--- config.mk ---
export PLATFORM = sky130hd
export DESIGN_NAME = grade_averager_seq
export DESIGN_NICKNAME = d
export VERILOG_FILES = /design/src/rtl/grade_averager_seq.sv
export SDC_FILE = /design/constraint.sdc
export NUM_CORES = 1
export LEC_CHECK = 0
export BUFFER_PORTS_ARGS = -buffer_cell sky130_fd_sc_hd__buf_4
export CORE_MARGIN = 2
export CORE_UTILIZATION = 25
export DETAILED_ROUTE_END_ITERATION = 8
export GPL_ROUTABILITY_DRIVEN = 0
export HOLD_SLACK_MARGIN = 0.1
export PLACE_DENSITY = 0.53
export SETUP_SLACK_MARGIN = 0.15
export SLEW_MARGIN = 20
export SYNTH_ARGS = -nofsm -noshare
export SYNTH_HDL_FRONTEND = slang
export SYNTH_SLANG_ARGS = --single-unit
--- constraint.sdc ---
create_clock -name clk -period 2.6 [get_ports clk]
set_input_delay 0.39 -clock clk [delete_from_list [all_inputs] [get_ports clk]]
set_output_delay 0.39 -clock clk [all_outputs]
set_load 0.03 [all_outputs]
--- src/rtl/grade_averager_seq.sv ---
// rtl/grade_averager_seq.sv - three-grade collector with iterative divide-by-3 and pass decision
module grade_averager_seq #(
  parameter int unsigned PASS_MIN = 6
) (
  input  logic       clk,
  input  logic       rst_n,
  input  logic       clear,
  input  logic       in_valid,
  output logic       in_ready,
  input  logic [3:0] in_grade,
  output logic [3:0] A,
  output logic [3:0] B,
  output logic [3:0] C,
  output logic [5:0] sum,
  output logic [3:0] avg,
  output logic [1:0] rem,
  output logic       pass,
  output logic       out_valid,
  input  logic       out_ready,
  output logic       busy
);

  typedef enum logic [1:0] {
    COLLECT = 2'd0,
    DIV     = 2'd1,
    OUT     = 2'd2
  } state_t;

  state_t      state_q;
  logic [1:0]  count_q;
  logic [3:0]  a_q, b_q, c_q;
  logic [5:0]  sum_q;
  logic [5:0]  residue_q;
  logic [3:0]  quot_q;
  logic [3:0]  avg_q;
  logic [1:0]  rem_q;

  logic        accept;
  logic [5:0]  sum_d;

  assign accept = in_valid && (state_q == COLLECT);
  // A and B are already registered when the third grade arrives
  assign sum_d  = {2'b00, a_q} + {2'b00, b_q} + {2'b00, in_grade};

  always_ff @(posedge clk or negedge rst_n) begin
    if (!rst_n) begin
      state_q   <= COLLECT;
      count_q   <= 2'd0;
      a_q       <= 4'd0;
      b_q       <= 4'd0;
      c_q       <= 4'd0;
      sum_q     <= 6'd0;
      residue_q <= 6'd0;
      quot_q    <= 4'd0;
      avg_q     <= 4'd0;
      rem_q     <= 2'd0;
    end else if (clear) begin
      state_q   <= COLLECT;
      count_q   <= 2'd0;
      residue_q <= 6'd0;
      quot_q    <= 4'd0;
    end else begin
      case (state_q)
        COLLECT: begin
          if (accept) begin
            case (count_q)
              2'd0: begin
                a_q     <= in_grade;
                count_q <= 2'd1;
              end
              2'd1: begin
                b_q     <= in_grade;
                count_q <= 2'd2;
              end
              default: begin
                c_q       <= in_grade;
                sum_q     <= sum_d;
                residue_q <= sum_d;
                quot_q    <= 4'd0;
                count_q   <= 2'd0;
                state_q   <= DIV;
              end
            endcase
          end
        end
        DIV: begin
          if (residue_q >= 6'd3) begin
            residue_q <= residue_q - 6'd3;
            quot_q    <= quot_q + 4'd1;
          end else begin
            avg_q   <= quot_q;
            rem_q   <= residue_q[1:0];
            state_q <= OUT;
          end
        end
        OUT: begin
          if (out_ready) begin
            state_q <= COLLECT;
            count_q <= 2'd0;
          end
        end
        default: begin
          state_q <= COLLECT;
          count_q <= 2'd0;
        end
      endcase
    end
  end

  assign in_ready  = (state_q == COLLECT);
  assign out_valid = (state_q == OUT);
  assign busy      = (state_q == DIV);

  assign A    = a_q;
  assign B    = b_q;
  assign C    = c_q;
  assign sum  = sum_q;
  assign avg  = avg_q;
  assign rem  = rem_q;
  assign pass = (32'(avg_q) >= PASS_MIN);

endmodule

==> results of run 1 <==
==> worst reg2reg max path: cells and delay by family (launching register included) <==
kind / cells / cell delay [ps]
AO/OA/AOI/OAI: 5 / 960
flip-flops: 1 / 410
adder cells (fa/ha/maj): 2 / 820
==> sequential cells by signal, indices dropped and copies added, names as in the netlist <==
| signal | cells |
|---|---|
| quot_q | 4 |
| residue_q | 6 |
| C | 4 |
| count_q | 2 |
| state_q | 2 |
| B | 4 |
| avg | 4 |
| sum | 6 |
| A | 4 |
| rem | 2 |
==> final timing paths <==
check                             from  cells after the start            to
setup / recovery                  B[2]                      7  residue_q[4]
hold / removal             in_grade[1]                      3          A[1]
setup reg to reg                  B[2]                      7  residue_q[4]
hold reg to reg                   C[1]                      2          C[1]
max in group asynchronous        rst_n                      2  residue_q[3]
min in group asynchronous        rst_n                      2        avg[3]
==> report_power, final <==
| part | internal, µW | switching, µW |
|---|---|---|
| clock | 287 | 213 |
| sequential | 711 | 99.7 |
| combinational | 430 | 553 |
==> final cells by class <==
class / instances / area share (%)
sequential: 38 / 39.07
multi-input combinational: 112 / 37.48
timing repair buffer: 40 / 12.44
tap: 102 / 5.244
clock buffer: 7 / 3.136
inverter: 9 / 1.388
clock inverter: 1 / 1.234
==> metal layers <==
metal | share of wire (%) | global-route usage [%]
met1 | 48 | 14.82
met2 | 45 | 16.05
met3 | 6.0 | 3.122
met4 | 1.2 | 3.731
met5 | 0 | 0
==> repair_timing <==
item | 4_1_cts | 5_1_grt
buffers inserted | 0 | 1
setup endpoints to repair | 0 | 1
hold endpoints to repair | 38 | 0
hold buffers | 1 | 0
resized for setup | 0 | 2
==> logic make-up (layout without fill, tap and decap cells) <==
kind of cell    count (synthesis)  in the layout
buf+inv                        15             57
mux                            21             21
xor+xnor                        3              3
flops                          38             38
fa+ha+maj                      10             10
compound gates                 37             37
simple gates                   41             41
==> per-stage QoR <==
step / util (%) / instances / instance area, µm²
finish: 31.99 / 309 / 2434
global route: 31.99 / 309 / 2434
CTS: 31.84 / 308 / 2422
detailed placement: 30.31 / 299 / 2306
global placement: 30.31 / 299 / 2306
floorplan: - / 165 / 1938
==> placed cells by master, fill, tap and decap left out, drive strengths merged, types with 5 or more instances in the layout <==
cell / instances
buf: 39
dfrtp: 38
mux2: 20
nand2: 15
o21ai: 12
inv: 9
a21oi: 8
clkbuf: 7
nor2: 6
a21o: 6
fa: 5
ha: 5
==> out/results.txt, run 1 <==
Status = finished clean
Adder-cell share of the synthesized area = 8.393%
Starting Density = 25.48%
Ant. Diodes = 0
Avg Inst Size Synth = 11.75 µm²
Area of the multi-input gates = 912.1 µm²
DR vias/cell = 4.469
First-pass iteration count of the detailed router = 4
Number of synthesized register bits = 38
Crit path launch type = flip-flop
Total gr overflow = 0
Vias in the first global route = 1,368
Max-slew violation count = 0
Post-synth top flop = dfrtp_1
Hold_ws = 313.0 ps
Clock latency on the worst-skew pair = 290 ps
Violation count after the first detailed-route iteration = 81
Die height = 92.05 µm
H-tree depth = 2
Delay-heaviest family, CP = compound AO/OA/AOI/OAI gates
Synth Cell Area = 1938 µm²
Reg clk slew, reported paths = 70 ps
Synth Area in XOR/XNOR = 1.356%
Port-buffer cells = 36
Hpwl dp = 3.045 mm
Hold crit path type = input pin to flip-flop
Area grow syn2layout = 25.56%
Total power = 2294 µW
Worst Skew = 8.241 ps
CTS buffer count = 5
CTS tree = done
Crit-path max FO = 3
Worst-Margin Slew = 598.2 ps
Synth Area in Compound Gates = 12.59%
Critical path class = flip-flop to flip-flop
PwrDens = 942.8 nW/µm²
Routed vias = 1,381
Pin count of the biggest net entering global routing = 39
Critical Path End Type = flip-flop
Clock root cell = clkbuf_8
Top post-synthesis cells by count = 38 x dfrtp_1, 16 x mux2_2, 14 x nand2_1
Setup violations, final = 0
Max stage delay on crit path = 510 ps
Detailed-route DRC error count = 0
Max capacitance violation total = 0
Slowest CP cell = fa_1
RSZ-0062 raised after global routing = no
Cell mode on critical path = a21o_1
Overall Global Routing Usage = 10.74%
Most frequent cell after synthesis = dfrtp_1
TritonCTS Sinks = 38
DRT Wirelength = 4.186 mm
Core footprint = 7607 µm²
Min Clock Period, post-route = 2291 ps
Syn Nets = 184
Area of the die = 8472 µm²
Mapped Cells = 165
Post-synthesis sequential area ratio = 49.06%
Yosys top cell area share = 49.06%
Clock buffer depth = 2
Antenna violations before repair = 0
Highest clock rate = 436.5 MHz
Fin worst setup slack = 309.2 ps
Final Hold Vio Count = 0
Mux share of post-synthesis cell area = 12.91%
Unique masters post-synth = 41
Synth Warn # = 0
FF+latch area = 950.9 µm²
WP data arrival = 2480 ps
Async S/R FF share, synth = 100.0%
Critical Path RT = 2790 ps
DIE WIDTH = 92.05 µm
Nets@finish = 225
Fraction of layout cells with a size suffix above 1 = 35.27%
Cell accounting for the most synthesized area = dfrtp_1
Final ANT Viol Nets = 0
Critical path buffers and inverters = 0
Synth Area in Simple Gates = 11.62%
Top cells by area, synth = dfrtp_1 49%, mux2_2 9.3%, fa_1 5.2%
# IOs = 37
Crit share post-route = 88.11%
Row count = 32
Post-synth EDFFs = 0
Largest family of logic cells by synthesized area = multiplexers
Dpl ws = 112.1 ps
DR WL/cell = 13.55 µm
Fill cells = 820
First-pass GRT wire length = 7.093 mm
Peak VDD IR = 0.0005231 V
Cell Chain, Critical Path = fa_1 > ha_1 > a21o_1 > a2111o_1 > o21ai_2 > o31ai_1 > a21o_1
Worst reg-to-reg setup slack = 310 ps
Slew Limit Headroom = 60.04%
Setup_tns = 0 ps
Leakage = 0.001219 µW
(Power assumes the default switching activity.)
==> inputs of run 2 (changes only) <==
--- a/config.mk
+++ b/config.mk
@@ -14,5 +14,4 @@
 export PLACE_DENSITY = 0.53
 export SETUP_SLACK_MARGIN = 0.15
-export SLEW_MARGIN = 20
 export SYNTH_ARGS = -nofsm -noshare
 export SYNTH_HDL_FRONTEND = slang
==> constraint.sdc (replaced) <==
create_clock -name clk -period 2.6 [get_ports clk]
set_input_delay 0.13 -clock clk [delete_from_list [all_inputs] [get_ports clk]]
set_output_delay 0.13 -clock clk [all_outputs]
set_load 0.05 [all_outputs]
==> run 2 against run 1 <==
  * Global-route usage shrank 0.35 points
  * Core utilization is 0.099 points higher
  * Routed wire length down 2.4%
  * Flip-flop and latch count is the same
  * Sequential share of layout area up 0.085 points
  * Critical path depth grew 4
  * Clock skew is 1.5 ps lower
  * Count of clock-buffer cells in the layout fell by 1
  * Largest power group unchanged
  * Highest routed layer unchanged
==> out/results.txt, run 2 (synthesized netlist as in run 1, its figures left out) <==
RR Endpoint = residue_q[4] (unchanged)
Met1 usage = 13.91% (was 14.82%)
First-pass iteration count of the detailed router = 4 (unchanged)
Critical Path End Type = flip-flop (unchanged)
Core footprint = 7607 µm² (unchanged)
Crit share post-route = 91.58% (was 88.11%)
Overall Global Routing Usage = 10.39% (was 10.74%)
FF-to-FF Start = B[2] (unchanged)
Sequential power share = 34.6% (was 35.4%)
Area of the die = 8472 µm² (unchanged)
# IOs = 37 (unchanged)
Logic pwr share = 47.0% (was 42.8%)
Slew Limit Headroom = 60.04% (about the same)
Hold path depth = 2 (was 3)
Clock root cell = clkbuf_8 (unchanged)
First-pass GRT wire length = 6.865 mm (was 7.093 mm)
Clk pwr share = 18.4% (was 21.8%)
Setup violations, final = 0 (unchanged)
Detailed-route DRC error count = 0 (unchanged)
Starting Density = 25.48% (unchanged)
Final Hold Vio Count = 0 (unchanged)
CTS tree = done (unchanged)
DR vias/cell = 4.484 (was 4.469)
Total power = 2368 µW (was 2294 µW)
H-tree depth = 2 (unchanged)
Min Clock Period, post-route = 2381 ps (was 2291 ps)
Nets@finish = 226 (was 225)
RSZ-0062 raised after global routing = yes (was no)
Delay-heaviest family, CP = compound AO/OA/AOI/OAI gates (unchanged)
Status = finished clean (unchanged)
Fraction of layout cells with a size suffix above 1 = 37.50% (was 35.27%)
Clock latency on the worst-skew pair = 300 ps (was 290 ps)
Setup_tns = 0 ps (unchanged)
Antenna violations before repair = 0 (unchanged)
Pin count of the biggest net entering global routing = 39 (unchanged)
DIE WIDTH = 92.05 µm (unchanged)
Cell Chain, Critical Path = dlygate4sd3_1 > buf_4 > inv_1 > fa_1 > inv_1 > ha_1 > a21o_1 > a2111o_1 > o21ai_1 > o31ai_1 > a21o_1 (was fa_1 > ha_1 > a21o_1 > a2111o_1 > o21ai_2 > o31ai_1 > a21o_1)
Critical path buffers and inverters = 4 (was 0)
Slowest CP cell = dlygate4sd3_1 (was fa_1)
Clock buffer depth = 2 (unchanged)
Reg clk slew, reported paths = 80 ps (was 70 ps)
Die height = 92.05 µm (unchanged)
Reg2reg path depth = 7 (unchanged)
Area grow syn2layout = 25.95% (was 25.56%)
WP data arrival = 2570 ps (was 2480 ps)
Worst reg-to-reg setup slack = 230 ps (was 310 ps)
Violation count after the first detailed-route iteration = 42 (was 81)
Final instance area = 2441 µm² (was 2434 µm²)
Ant. Diodes = 0 (unchanged)
Leakage = 0.001208 µW (was 0.001219 µW)
Hold path start = in_grade[2] (was in_grade[1])
Post-DP Area = 2303 µm² (was 2306 µm²)
Internal power = 1349 µW (was 1429 µW)
Row count = 32 (unchanged)
TritonCTS Sinks = 38 (unchanged)
Highest clock rate = 420.0 MHz (was 436.5 MHz)
Critical path class = input pin to flip-flop (was flip-flop to flip-flop)
Gr busiest metal = met2 (unchanged)
Port-buffer cells = 36 (unchanged)
Routed vias = 1,390 (was 1,381)
Switching part of the total = 43.03% (was 37.73%)
Total gr overflow = 0 (unchanged)
Met2 Resource Use GR = 15.87% (was 16.05%)
NetSw = 1019 µW (was 865.8 µW)
Crit path launch type = input pin (was flip-flop)
Hold crit path type = input pin to flip-flop (unchanged)
Worst-Margin Slew = 598.1 ps (was 598.2 ps)
Hpwl dp = 3.008 mm (was 3.045 mm)
Max-slew violation count = 0 (unchanged)
Final ANT Viol Nets = 0 (unchanged)
Most frequent cells in the layout = 37 x buf_4, 34 x dfrtp_1, 16 x mux2_2 (was 39 x buf_4, 38 x dfrtp_1, 16 x mux2_2)
Worst Skew = 6.745 ps (was 8.241 ps)
DRT Wirelength = 4.084 mm (was 4.186 mm)
Max capacitance violation total = 0 (unchanged)
CTS buffer count = 5 (unchanged)
PwrDens = 969.9 nW/µm² (was 942.8 nW/µm²)
Met3 Resource Use GR = 2.958% (was 3.122%)
DR WL/cell = 13.17 µm (was 13.55 µm)
Crit-path max FO = 3 (unchanged)
Max stage delay on crit path = 520 ps (was 510 ps)
Most common cell after layout, fill and taps aside = buf_4 (unchanged)
Peak VDD IR = 0.0004953 V (was 0.0005231 V)
Vias in the first global route = 1,358 (was 1,368)
Min-Delay Endpoint = C[2] (was A[1])
Hold_ws = 107.0 ps (was 313.0 ps)
Critical Path RT = 2790 ps (about the same)
-- run 2: changes by cell type in the layout (fill, tap and decap cells not counted), moves of 2 or more --
cell / before / now
dfrtp_1: 38 / 34
dfrtp_2: 0 / 4
dlygate4sd3_1: 1 / 4
buf_4: 39 / 37
clkbuf_1: 2 / 0
-- run 2: worst max path at each step --
stage / startpoint / end / slack [ps] / depth (start not counted)
2_1_floorplan: B[2] / residue_q[4] / 170 / 7
3_3_place_gp: B[2] / residue_q[4] / 240 / 7
3_5_place_dp: B[2] / residue_q[4] / 200 / 7
4_1_cts: B[2] / residue_q[4] / 180 / 7
5_1_grt: in_grade[1] / residue_q[5] / 100 / 11
6_report: in_grade[1] / residue_q[4] / 220 / 11
-- run 2: worst register-to-register path, delay by kind of cell, from the launching register on --
family,cells,cell delay (ps)
compound gates,5,1030
fa+ha+maj,2,800
flops,1,430
-- run 2: per-stage QoR --
step	setup WS, ps	utilization, %	instances
after floorplan	168.5	-	165
after global placement	236.1	30.28	298
after detailed placement	202.3	30.28	298
after CTS	176.7	32.06	310
after global routing	99.11	32.09	310
final	219.0	32.09	310
-- run 2: metal layers --
| layer | vias to the layer above | share of wire (%) | routed length, µm |
|---|---|---|---|
| met5 | - | 0 | 0 |
| met4 | 0 | 1.3 | 53 |
| met3 | 5 | 4.8 | 196 |
| met2 | 32 | 46 | 1865 |
| met1 | 674 | 48 | 1969 |
| li1 | 679 | - | - |
-- run 2: area by class of cell --
cell class,instances,area (µm²)
Multi-Input combinational cell,112,910.9
Timing Repair Buffer,41,317.8
Clock buffer,6,82.58
Clock inverter,2,12.51
Tap cell,102,127.6
Fill cell,809,5166
Inverter,9,33.78
Sequential cell,38,955.9
-- run 2: power by group through the flow --
| stage | Clock [µW] | Sequential (µW) | Combinational, µW |
|---|---|---|---|
| after floorplan | 0 | 1170 | 459 |
| after global placement | 0 | 829 | 1110 |
| after detailed placement | 0 | 833 | 1110 |
| after CTS | 448 | 822 | 1130 |
| after global routing | 478 | 841 | 1220 |
| final | 436 | 819 | 1110 |
-- run 2: repair_timing --
action,4_1_cts,5_1_grt
hold endpoints to repair,45,0
setup buffers,0,0
gates resized for setup,0,2
endpoints found under the setup margin,0,2
hold buffers,4,0
==> inputs of run 3 (changes only) <==
ABC_AREA = 1   (was unset)
==> run 3 against run 2 <==
  * Flip-flop and latch count stayed put
  * Synthesized cell count is 43% higher
  * Largest power group unchanged
  * Hold slack better by 17 ps
  * Non-clock buffer count is 2 lower
  * Setup slack better by 220 ps
==> out/results.txt, run 3 <==
Most frequent cell after synthesis = nand2_1 (was dfrtp_1)
Syn Nets = 255 (was 184)
Crit-path max FO = 3 (unchanged)
Max capacitance violation total = 0 (unchanged)
Met2 Wirelength = 2.133 mm (was 1.865 mm)
Hpwl dp = 3.474 mm (was 3.008 mm)
First-pass GRT wire length = 8.010 mm (was 6.865 mm)
Row count = 32 (unchanged)
Finished Layout Cells = 384 (was 310)
Crit path launch type = flip-flop (was input pin)
Top post-synthesis cells by count = 75 x nand2_1, 38 x dfrtp_1, 30 x inv_1 (was 38 x dfrtp_1, 16 x mux2_2, 14 x nand2_1)
Setup violations, final = 0 (unchanged)
RSZ-0062 raised after global routing = no (was yes)
Clock latency on the worst-skew pair = 300 ps (about the same)
Overall Global Routing Usage = 11.89% (was 10.39%)
Critical path class = flip-flop to flip-flop (was input pin to flip-flop)
Peak VDD IR = 0.0005618 V (was 0.0004953 V)
DR WL/cell = 12.03 µm (was 13.17 µm)
Hold path depth = 4 (was 2)
Area grow syn2layout = 25.82% (was 25.95%)
Synth Cell Area = 1982 µm² (was 1938 µm²)
H-tree depth = 2 (unchanged)
Async S/R FF share, synth = 100.0% (unchanged)
Unique masters post-synth = 24 (was 41)
CTS buffer count = 5 (unchanged)
Total power = 2486 µW (was 2368 µW)
Number of synthesized register bits = 38 (unchanged)
Die height = 93.04 µm (was 92.05 µm)
Post-synthesis sequential area ratio = 47.98% (was 49.06%)
Most frequent cells in the layout = 75 x nand2_1, 38 x dfrtp_1, 37 x buf_4 (was 37 x buf_4, 34 x dfrtp_1, 16 x mux2_2)
Synth Area in Simple Gates = 28.66% (was 11.62%)
First-pass iteration count of the detailed router = 4 (unchanged)
DR vias/cell = 4.260 (was 4.484)
Area of the die = 8656 µm² (was 8472 µm²)
Violation count after the first detailed-route iteration = 78 (was 42)
Leakage = 0.001300 µW (was 0.001208 µW)
Nets@finish = 300 (was 226)
Synth Area in XOR/XNOR = 0.4419% (was 1.356%)
Fraction of layout cells with a size suffix above 1 = 20.57% (was 37.50%)
Critical path buffers and inverters = 2 (was 4)
Mapped Cells = 236 (was 165)
# IOs = 37 (unchanged)
Final Hold Vio Count = 0 (unchanged)
Highest clock rate = 462.7 MHz (was 420.0 MHz)
Adder-cell share of the synthesized area = 8.207% (was 8.393%)
Critical Path End Type = flip-flop (unchanged)
M1 WL = 2.161 mm (was 1.969 mm)
Final ANT Viol Nets = 0 (unchanged)
Fill cells = 852 (was 809)
Largest family of logic cells by synthesized area = simple AND/OR/NAND/NOR gates (was multiplexers)
Worst Skew = 7.244 ps (was 6.745 ps)
Detailed-route DRC error count = 0 (unchanged)
Clock root cell = clkbuf_8 (unchanged)
Met3 WL = 272 µm (was 196 µm)
Hold crit path type = input pin to flip-flop (unchanged)
Post-synth top flop = dfrtp_1 (unchanged)
Cell Chain, Critical Path = inv_1 > fa_1 > inv_1 > ha_1 > fa_1 > xnor2_1 > nand2_1 > nand3_1 > o21ai_1 (was dlygate4sd3_1 > buf_4 > inv_1 > fa_1 > inv_1 > ha_1 > a21o_1 > a2111o_1 > o21ai_1 > o31ai_1 > a21o_1)
CP Depth = 9 (was 11)
Cell accounting for the most synthesized area = dfrtp_1 (unchanged)
Crit share post-route = 83.12% (was 91.58%)
Port-buffer cells = 36 (unchanged)
Reg2reg path depth = 9 (was 7)
CTS tree = done (unchanged)
Post-synth EDFFs = 0 (unchanged)
Antenna violations before repair = 0 (unchanged)
Mux share of post-synthesis cell area = 0% (was 12.91%)
Core footprint = 7687 µm² (was 7607 µm²)
PwrDens = 996.8 nW/µm² (was 969.9 nW/µm²)
DRT Wirelength = 4.618 mm (was 4.084 mm)
Worst-Margin Slew = 503.5 ps (was 598.1 ps)
TritonCTS Sinks = 38 (unchanged)
Critical Path RT = 2780 ps (was 2790 ps)
Slowest CP cell = fa_1 (was dlygate4sd3_1)
Setup_tns = 0 ps (unchanged)
Routed vias = 1,636 (was 1,390)
Ant. Diodes = 0 (unchanged)
Status = finished clean (unchanged)
Max-slew violation count = 0 (unchanged)
Post-CTS Setup Repair Bufs = 0 (unchanged)
WP data arrival = 2340 ps (was 2570 ps)
Min Clock Period, post-route = 2161 ps (was 2381 ps)
Reg clk slew, reported paths = 80 ps (about the same)
Vias in the first global route = 1,667 (was 1,358)
Cells after DPL = 374 (was 298)
Max stage delay on crit path = 520 ps (about the same)
Slew Limit Headroom = 66.43% (was 60.04%)
Yosys top cell area share = 47.98% (was 49.06%)
Clock buffer depth = 2 (unchanged)
Starting Density = 25.78% (was 25.48%)
Delay-heaviest family, CP = adder cells (was compound AO/OA/AOI/OAI gates)
Most common cell after layout, fill and taps aside = nand2_1 (was buf_4)
Synth Warn # = 0 (unchanged)
Total gr overflow = 0 (unchanged)
Avg Inst Size Synth = 8.398 µm² (was 11.75 µm²)
Synth Area in Compound Gates = 8.207% (was 12.59%)
Pin count of the biggest net entering global routing = 39 (unchanged)
Highest metal used = met4 (unchanged)
DIE WIDTH = 93.04 µm (was 92.05 µm)
Top cells by area, synth = dfrtp_1 48%, nand2_1 14%, inv_1 5.7% (was dfrtp_1 49%, mux2_2 9.3%, fa_1 5.2%)
[run 3: changes by cell type in the layout (fill, tap and decap cells not counted), moves of 5 or more]
| cell | delta |
|---|---|
| nand2_1 | +61 |
| inv_1 | +22 |
| mux2_2 | -16 |
| nand3_1 | +16 |
| o21ai_1 | +10 |
| a21o_1 | -5 |
| nor2_1 | +5 |
| o21ai_0 | +5 |
[run 3: area by class of cell]
| cell class | instances | area (µm²) | share of cell area (%) |
|---|---|---|---|
| clock inverter | 1 | 5.005 | 0.2007 |
| timing repair buffer | 39 | 297.8 | 11.94 |
| multi-input combinational | 164 | 902.1 | 36.18 |
| sequential | 38 | 950.9 | 38.13 |
| clock buffer | 7 | 86.33 | 3.462 |
| tap | 102 | 127.6 | 5.118 |
| inverter | 33 | 123.9 | 4.967 |
[run 3: path summary, 6_finish.rpt]
path                             start            to  slack (ps)
min in group asynchronous        rst_n    state_q[1]         340
worst min register to register  rem[1]        rem[1]         480
max in group asynchronous        rst_n        rem[1]        1920
worst min-delay path             clear  residue_q[2]         120
worst max register to register    A[1]  residue_q[3]         440
worst max-delay path              A[1]  residue_q[3]         440
[run 3: cells by family (layout without fill, tap and decap cells)]
group | count (synthesis) | count (layout)
fa+ha+maj | 10 | 10
flops | 38 | 38
simple gates | 121 | 121
compound gates | 32 | 32
buf+inv | 34 | 80
xor+xnor | 1 | 1
[run 3: tightest hold or removal path: cells and delay by family]
family        cells  cell delay (ps)
buf+inv           1              120
simple gates      3              140
[run 3: what timing repair did]
item	4_1_cts	5_1_grt
gates resized for setup	0	0
endpoints found under the hold margin	39	0
hold buffers	2	0
[run 3: through the flow]
step	hold WS [ps]	util, %	setup WS, ps	area, µm²
finish	124.0	32.44	438.8	2494
global route	132.0	32.44	282.3	2494
CTS	122.6	32.44	415.0	2494
detailed placement	142.9	30.99	446.0	2382
global placement	133.3	30.99	476.3	2382
floorplan	-165.6	-	185.1	1982
[run 3: layer usage]
layer,up-vias,track usage [%]
li1,840,-
met1,752,15.53
met2,39,18.42
met5,-,0
met3,5,4.915
met4,0,2.819
[run 3: power breakdown]
part | switching (µW) | internal (µW) | total (µW)
clock | 219 | 214 | 433
combinational | 839 | 387 | 1230
sequential | 103 | 724 | 826
